--- src/rtl/fir_result_reader.sv ---
// rtl/fir_result_reader.sv - FIR result stream reader: warm-up skip, FWFT FIFO, sticky overrun flag
// Optional macro FIR_READER_DROP_CNT_EN adds a saturating 16-bit drop_cnt output.
module fir_result_reader #(
   parameter int OUT_W = 16,
   parameter int DEPTH = 16,
   parameter int SKIP  = 440
) (
   input  logic                       clk,
   input  logic                       rst,
   input  logic [OUT_W-1:0]           in,
   input  logic                       valid,
   output logic [OUT_W-1:0]           out_data,
   output logic                       out_valid,
   input  logic                       out_ready,
   output logic [$clog2(DEPTH+1)-1:0] level,
   output logic                       overflow
`ifdef FIR_READER_DROP_CNT_EN
   ,
   output logic [15:0]                drop_cnt
`endif
);

   localparam int LW  = $clog2(DEPTH+1);
   localparam int PW  = $clog2(DEPTH);
   localparam int SKW = (SKIP < 2) ? 1 : $clog2(SKIP+1);

   typedef enum logic [1:0] {
      ST_SKIP = 2'd0,
      ST_RUN  = 2'd1,
      ST_ERR  = 2'd2
   } state_t;

   // With no warm-up to discard the reader starts directly in RUN.
   localparam state_t ST_INIT = (SKIP == 0) ? ST_RUN : ST_SKIP;

   state_t           state, state_nxt;
   logic [SKW-1:0]   skip_cnt, skip_cnt_nxt;
   logic [OUT_W-1:0] mem [DEPTH];
   logic [PW-1:0]    wr_ptr, rd_ptr;
   logic             full, pop, push, ovf_evt;

   // Full/empty come from the occupancy counter so pointers can wrap freely.
   assign full      = (level == LW'(DEPTH));
   assign out_valid = (level != '0);
   assign pop       = out_valid & out_ready;
   // Head word falls through; forced to zero while nothing is buffered.
   assign out_data  = out_valid ? mem[rd_ptr] : '0;

   // State and warm-up counter registers.
   always_ff @(posedge clk) begin
      if (rst) begin
         state    <= ST_INIT;
         skip_cnt <= '0;
      end else begin
         state    <= state_nxt;
         skip_cnt <= skip_cnt_nxt;
      end
   end

   // Next state: count off warm-up pulses, push in RUN, latch into ERR on overrun.
   always_comb begin
      state_nxt    = state;
      skip_cnt_nxt = skip_cnt;
      push         = 1'b0;
      ovf_evt      = 1'b0;
      case (state)
         ST_SKIP: begin
            if (valid) begin
               skip_cnt_nxt = skip_cnt + 1'b1;
               if (skip_cnt_nxt == SKW'(SKIP))
                  state_nxt = ST_RUN;
            end
         end
         ST_RUN: begin
            if (valid) begin
               // A pop in the same cycle frees the slot, so a full FIFO still accepts.
               if (!full || pop) begin
                  push = 1'b1;
               end else begin
                  ovf_evt   = 1'b1;
                  state_nxt = ST_ERR;
               end
            end
         end
         ST_ERR: begin
            // Filter pulses are ignored until reset; the FIFO keeps draining.
         end
         default: begin
            state_nxt = ST_INIT;
         end
      endcase
   end

   // FIFO storage; contents are not reset, only pointers and level are.
   always_ff @(posedge clk) begin
      if (push && !rst)
         mem[wr_ptr] <= in;
   end

   // Pointers, occupancy and sticky overflow flag.
   always_ff @(posedge clk) begin
      if (rst) begin
         wr_ptr   <= '0;
         rd_ptr   <= '0;
         level    <= '0;
         overflow <= 1'b0;
      end else begin
         if (push)
            wr_ptr <= wr_ptr + 1'b1;
         if (pop)
            rd_ptr <= rd_ptr + 1'b1;
         case ({push, pop})
            2'b10:   level <= level + LW'(1);
            2'b01:   level <= level - LW'(1);
            default: level <= level;
         endcase
         if (ovf_evt)
            overflow <= 1'b1;
      end
   end

`ifdef FIR_READER_DROP_CNT_EN
   logic drop_evt;

   // Overrun losses: the overflowing pulse plus every pulse seen while in ERR.
   assign drop_evt = ovf_evt | ((state == ST_ERR) & valid);

   // Saturating count of pulses lost to overrun.
   always_ff @(posedge clk) begin
      if (rst)
         drop_cnt <= '0;
      else if (drop_evt && (drop_cnt != 16'hFFFF))
         drop_cnt <= drop_cnt + 16'd1;
   end
`endif

endmodule

--- config.mk ---
export PLATFORM = sky130hd
export DESIGN_NAME = fir_result_reader
export DESIGN_NICKNAME = d
export VERILOG_FILES = /design/src/rtl/fir_result_reader.sv
export SDC_FILE = /design/constraint.sdc
export NUM_CORES = 1
export LEC_CHECK = 0
export BUFFER_PORTS_ARGS = -buffer_cell sky130_fd_sc_hd__buf_2
export CAP_MARGIN = 20
export CORE_ASPECT_RATIO = 1.2
export CORE_MARGIN = 2
export CORE_UTILIZATION = 65
export CTS_CLUSTER_DIAMETER = 100
export DETAILED_ROUTE_END_ITERATION = 8
export MAX_ROUTING_LAYER = met4
export PLACE_DENSITY_LB_ADDON = 0.15
export SKIP_CTS_REPAIR_TIMING = 1
export SYNTH_ARGS = -nofsm -noshare
export SYNTH_HDL_FRONTEND = slang
export SYNTH_SLANG_ARGS = --single-unit
--- constraint.sdc ---
create_clock -name clk -period 5.7 [get_ports clk]
set_clock_uncertainty 0.15 [all_clocks]
set_input_delay 0.57 -clock clk [delete_from_list [all_inputs] [get_ports clk]]
set_output_delay 0.57 -clock clk [all_outputs]
set_load 0.005 [all_outputs]
* Word level (Yosys, flattened, before mapping)
Memories as Yosys holds them, arrays and structs flattened. A register that Yosys moved wholly into a read port is not among the register bits.
Index checks and enable logic that the tools add are counted.
** Storage, ports and cells
- Input bits :: 20
- RAM bits :: 256
- Output and inout port bits :: 23
- Word-level logic and storage cells :: 50
- Register bits :: 25
- Memories :: 1
** Memories
- mem :: depth 16, bits a word 16, rd ports 1, clocked after Yosys merged registers in 1, wr ports 1, RTL line 38 : logic [OUT_W-1:0] mem [DEPTH];
** Operators by class
- Equality and inequality tests :: 10
- Mux-type cells :: 17
- Bitwise operators :: 2
- Add/sub/neg operators :: 5
- Reductions and logical operators :: 9
** Operator list (number)
- 2-to-1 mux 16 bit :: 1
- case mux 5 bit (2 select lines) :: 1
- adder 9 x 1 -> 9 bit (second input constant) :: 1
- == test 9 bit (second input constant) :: 1
- adder 4 x 1 -> 4 bit (second input constant) :: 2
- 2-to-1 mux 1 bit :: 8
- 2-to-1 mux 2 bit :: 4
- 2-to-1 mux 4 bit :: 2
- != test 2 bit (second input constant) :: 4
- case mux 2 bit (3 select lines) :: 1
- adder 5 x 1 -> 5 bit (second input constant) :: 1
- == test 5 bit (second input constant) :: 1
- AND reduction 5 bit :: 1
- nonzero test 5 bit :: 1
- subtractor 5 x 1 -> 5 bit (second input constant) :: 1
- == test 2 x 1 -> 1 bit (second input constant) :: 2
- == test 2 bit (second input constant) :: 2
- zero test 1 bit :: 2
- zero test 2 bit :: 1
- AND reduction 2 bit :: 1
- nonzero test 2 bit :: 1
- bitwise AND 1 bit :: 1
- logical AND 1 bit :: 1
- logical OR 1 bit :: 1
- NOT 1 bit :: 1

* Logic depth before layout (Yosys ltp)
- Depth after elaboration :: 9
- Gate-level depth with buffers :: 12
- Gate-level depth less buffers :: 10

* Worst setup path after synthesis
OpenSTA, ideal clock, no wires.
- Path kind :: flip-flop to flip-flop
- Start point :: register level[1]
- End point :: register level[4]
- Stages on the path, launching flop included :: 13
- Setup time :: 0.064 ns
- Required time :: 5.486 ns
- Path buffers :: 2
- Period minus slack after synthesis :: 2.930 ns
- Arrival time :: 2.716 ns
- Slack :: 2.770 ns
- Cells stage by stage :: dfxtp_1 -> buf_6 -> or4_4 -> o21ai_2 -> inv_1 -> ha_1 -> clkbuf_1 -> xor2_1 -> ha_1 -> o21ai_0 -> or3_1 -> a2111o_1 -> nand4_1
** Between the ends
- Cells in the longest elaborated chain, start to end :: 8
- Elaborated cells between the ends (all ways) :: 14
- Classes of those cells :: add/sub (2); eq/ne (3); mux (4); bitwise (1); reduce/logical (4)
** RTL lines
- from (decl) :: RTL line 15 : output logic [$clog2(DEPTH+1)-1:0] level,
- from (signal assigned) :: RTL line 113 : 2'b10: level <= level + LW'(1);
- from (signal assigned) :: RTL line 114 : 2'b01: level <= level - LW'(1);
- from (signal assigned) :: RTL line 115 : default: level <= level;
- nonzero test 5 bit (*) :: RTL line 44 : assign out_valid = (level != '0);
- bitwise AND 1 bit (*) :: RTL line 45 : assign pop = out_valid & out_ready;
- via pop :: RTL line 40 : logic full, pop, push, ovf_evt;
- logical OR 1 bit :: RTL line 77 : if (!full || pop) begin
- 2-to-1 mux 1 bit :: RTL line 77
- 2-to-1 mux 1 bit :: RTL line 75 : if (valid) begin
- 2-to-1 mux 1 bit :: RTL line 66 : case (state)
- == test 2 x 1 -> 1 bit / == test 2 bit (equally long branches) :: RTL line 112 : case ({push, pop})
- case mux 5 bit (2 select lines) / nonzero test 2 bit (equally long branches)
Mark *: on every way through the listed nets, which the timed path passes. The rest lies on a longest branch.
A chain may end at the register's enable or synchronous reset.

==> results.env <==
DETAILEDPLACEMENTHPWL_UM=13900
SYNTH_SIMPLE_GATE_AREA_SHARE_PCT=5.05
PERIOD_MINUS_SLACK_PS=3920
FF_LATCH_AREA_UM2=8270
STDCELL_AREA_UM2=12800
DETAIL-ROUTE-ANTENNA-NETS=0
SYNTH_TOP_AREA_CELL='edfxtp_1'
NUMCLOCKSINKS=285
GLOBALROUTEMET2UTIL_PCT=46.5
P_COMB_SHARE_PCT=15.1
CAP_VIOL_MAX_COUNT=0
SYNTH_TOP_CELLS_BY_COUNT='edfxtp_1 (256), mux4_2 (64), inv_1 (40)'
YOSYS-TOP-CELLS-AREA='edfxtp_1 (67%), mux4_2 (13%), dfxtp_1 (5.1%)'
P_SEQ_SHARE_PCT=48.7
POST_SYNTH_XOR_AREA_FRACTION_PCT=1.23
FIN_NETS=713
CP_DATA_ARRIVAL_TIME_PS=3200
SYNTH.YOSYS.SEQ_AREA_SHARE_PCT=72.4
WORST-SLEW-PIN-TRANSITION_PS=1130
ROW_COUNT=53
POWER.IR.VDD_WORST_mV=0.273
P_LEAK_nW=4.25
DRT_FIRST_ITER_VIOLATIONS=651
PLACE_AREA_UM2=11900
FILLCELLCOUNT=1039
GRT.MET3_USAGE_PCT=3.73
CLK_PIN_SLEW_PS=60
SYN_AREA_PER_CELL_UM2=18.5
INITIAL_UTILIZATION_PCT=65.7
CRIT_FANOUT=46
SWSHARE_PCT=24.8
GRT_ANTENNA_BEFORE_REPAIR=1
DIE_HEIGHT_UM=149
PLACE.GP.CONGESTION=0.785
FINALSETUPVIOLATIONS=0
SYNTH_TOP_FLOP_CELL='edfxtp_1'
CRITICAL_PATH_CLASS='reg -> out'
SYNTH_FA_HA_AREA_SHARE_PCT=1.21
DIE_AREA_UM2=18700
P_SW_mW=1.21
CLKPWRFRAC_PCT=36.2
PLACEMENT.IO_BUFFERS=42
CLK_LATENCY_PS=520
MIN_PERIOD_OVER_PERIOD_PCT=68.7
MUXSHAREOFSYNTHAREA_PCT=14.6
CTS_MAX_PATH_BUFFERS=3
SYNTH_COMPOUND_GATE_AREA_SHARE_PCT=2.82
SYNTH_EDF_COUNT=256
GRT_PASS1_WL_UM=35300
DETAILROUTE.VIA_COUNT=5851
REPORT.FINAL.HOLD_VIOL_COUNT=0
LARGEST_NET_DEGREE_AT_THE_START_OF_GLOBAL_ROUTING=47
DRIVE_ABOVE_1_SHARE_PCT=27.5
CTS.HTREE.LEVELS=1
TRITONCTS.NUM_BUFFERS=27
LAYER_WITH_THE_HIGHEST_USAGE_AFTER_GLOBAL_ROUTING='met2'
YOSYS_WARNINGS=0
POST_DRT_VIA_CELL_RATIO=6.33
CP-END-KIND='output pin'
FINALSETUPTNS_PS=0
NETLIST-CELL-TYPE-COUNT=49
SYNTH-SEQ-CELLS=285
SYNTH_TOP_FAMILY_BY_AREA='multiplexers'
STARTPOINT_TYPE='flop'
FRACTION_OF_REGISTERS_WITH_ASYNC_SET_OR_RESET_AFTER_SYNTHESIS_PCT=0
AREA_GROWTH_SYN_TO_LAYOUT_PCT=12.0
DRV_SLEW=0
RUN_STATUS='completed'
P_PER_AREA_nW_PER_UM2=381
IO-PIN-COUNT=43
GRT_SETUP_UNREPAIRED='no'
WIRELENGTH_UM=23500
CLOCK_ROOT_BUFFER='clkbuf_16'
SYNTHCELLS=619
NUMBER_OF_NETS_PRODUCED_BY_SYNTHESIS=650
WORST_SLEW_MARGIN_REL_PCT=24.4
DRT_FIRST_PASS_ITERS=5
CP.REQUIRED_PS=4980
CORE_AREA_UM2=17400
DRC=0
GLOBALROUTEMET1UTIL_PCT=32.5
SYNTH.CELL_AREA_UM2=11400
GLOBAL_ROUTE.OVERFLOW_TOTAL=0
NUMBER_OF_GLOBAL_ROUTE_VIAS_BEFORE_REPAIR=6087
POST-SYNTH-TOP-COUNT-CELL='edfxtp_1'
WL_PER_CELL_UM=25.4
TRITONCTS='done'
MIN_PATH_TYPE='in -> reg'
MULTI_INPUT_AREA_UM2=2840
INTERNAL-POWER_mW=3.66
SYNTH_TOP_AREA_SHARE_PCT=67.3
GRT_USE_TOTAL_PCT=26.5
MAXCLOCKFREQUENCY_GHz=0.255
CHIPWIDTH_UM=125
-- flip-flops by register name (all words and copies together) (netlist names), named ones only --
register  count
level         5
mem         256
overflow      1
rd_ptr        4
skip_cnt      9
state         2
wr_ptr        4
-- power by group through the flow --
stage | combinational (mW) | sequential (mW) | clock [mW]
after floorplan | 0.530 | 2.36 | 0
after global placement | 0.720 | 2.42 | 0
after detailed placement | 0.733 | 2.42 | 0
after CTS | 0.739 | 2.38 | 1.78
after global routing | 0.801 | 2.38 | 1.86
final | 0.735 | 2.37 | 1.76
-- worst paths after layout --
kind / start / endpoint / slack [ps] / depth (start not counted)
worst max-delay path: flop / out_data[14] / 1780 / 6
worst min-delay path: out_ready / flop / 250 / 3
worst max register to register: level[0]$_SDFFE_PP0P_ / level[4]$_SDFFE_PP0P_ / 2590 / 10
worst min register to register: overflow$_SDFFE_PP0P_ / overflow$_SDFFE_PP0P_ / 310 / 2
-- logic make-up (layout without fill, tap and decap cells) --
group | Yosys count | count (layout)
adder cells (fa/ha/maj) | 11 | 11
XOR/XNOR | 16 | 16
other | 0 | 1
AND/OR/NAND/NOR | 116 | 116
AO/OA/AOI/OAI | 39 | 39
flip-flops | 285 | 285
buffers and inverters | 68 | 152
multiplexers | 84 | 84
-- per-stage QoR --
stage               setup WS [ps]  total power [mW]  hold WS, ps  utilization [%]  cells
floorplan                    2770              2.89          292                -    619
global placement             2400              3.14          284             68.5    873
detailed placement           2370              3.16          298             68.5    873
CTS                          1730              4.90          248             73.6    923
global route                 1640              5.05          270             73.6    924
finish                       1780              4.87          251             73.6    924
-- metal layers --
layer / wire length (um) / vias up
li1: - / 2571
met1: 8890 / 2996
met2: 12500 / 232
met3: 1380 / 52
met4: 675 / 0
met5: 0 / -
-- critical path, cell delays in order, from the launching register on --
cell	delay (ps)
dfxtp_4	870
buf_4	480
mux4_2	600
mux2_2	310
nand2_1	70
o221ai_1	120
buf_2	200
-- final cells by class --
cell class | count | area share [%]
clock inverters | 16 | 1.05
repair buffers | 62 | 2.82
well taps | 220 | 2.15
clock buffers | 34 | 5.89
diodes | 1 | 0.0196
inverters | 40 | 1.17
multi-input cells | 266 | 22.2
flip-flops and latches | 285 | 64.7
-- layout by cell type, fill, tap and decap left out, types with 4 or more instances in the layout --
master	Yosys	layout
edfxtp_1	256	256
mux4_2	64	64
buf_2	14	42
inv_1	40	40
nor2_1	38	38
nand2_1	32	32
clkbuf_16	0	28
dfxtp_1	29	27
buf_4	1	20
mux2_2	16	16
o221ai_1	16	16
ha_1	11	11
xor2_1	9	9
nand4_1	8	8
nand3_1	7	7
xnor2_1	7	7
a21oi_1	6	6
clkinv_2	0	6
nor2b_1	4	4
nand2b_1	4	4
or3_1	4	4
nor3_1	4	4
o21ai_0	4	4
clkinv_1	0	4
No activity file was read; power rests on OpenSTA's default activity.
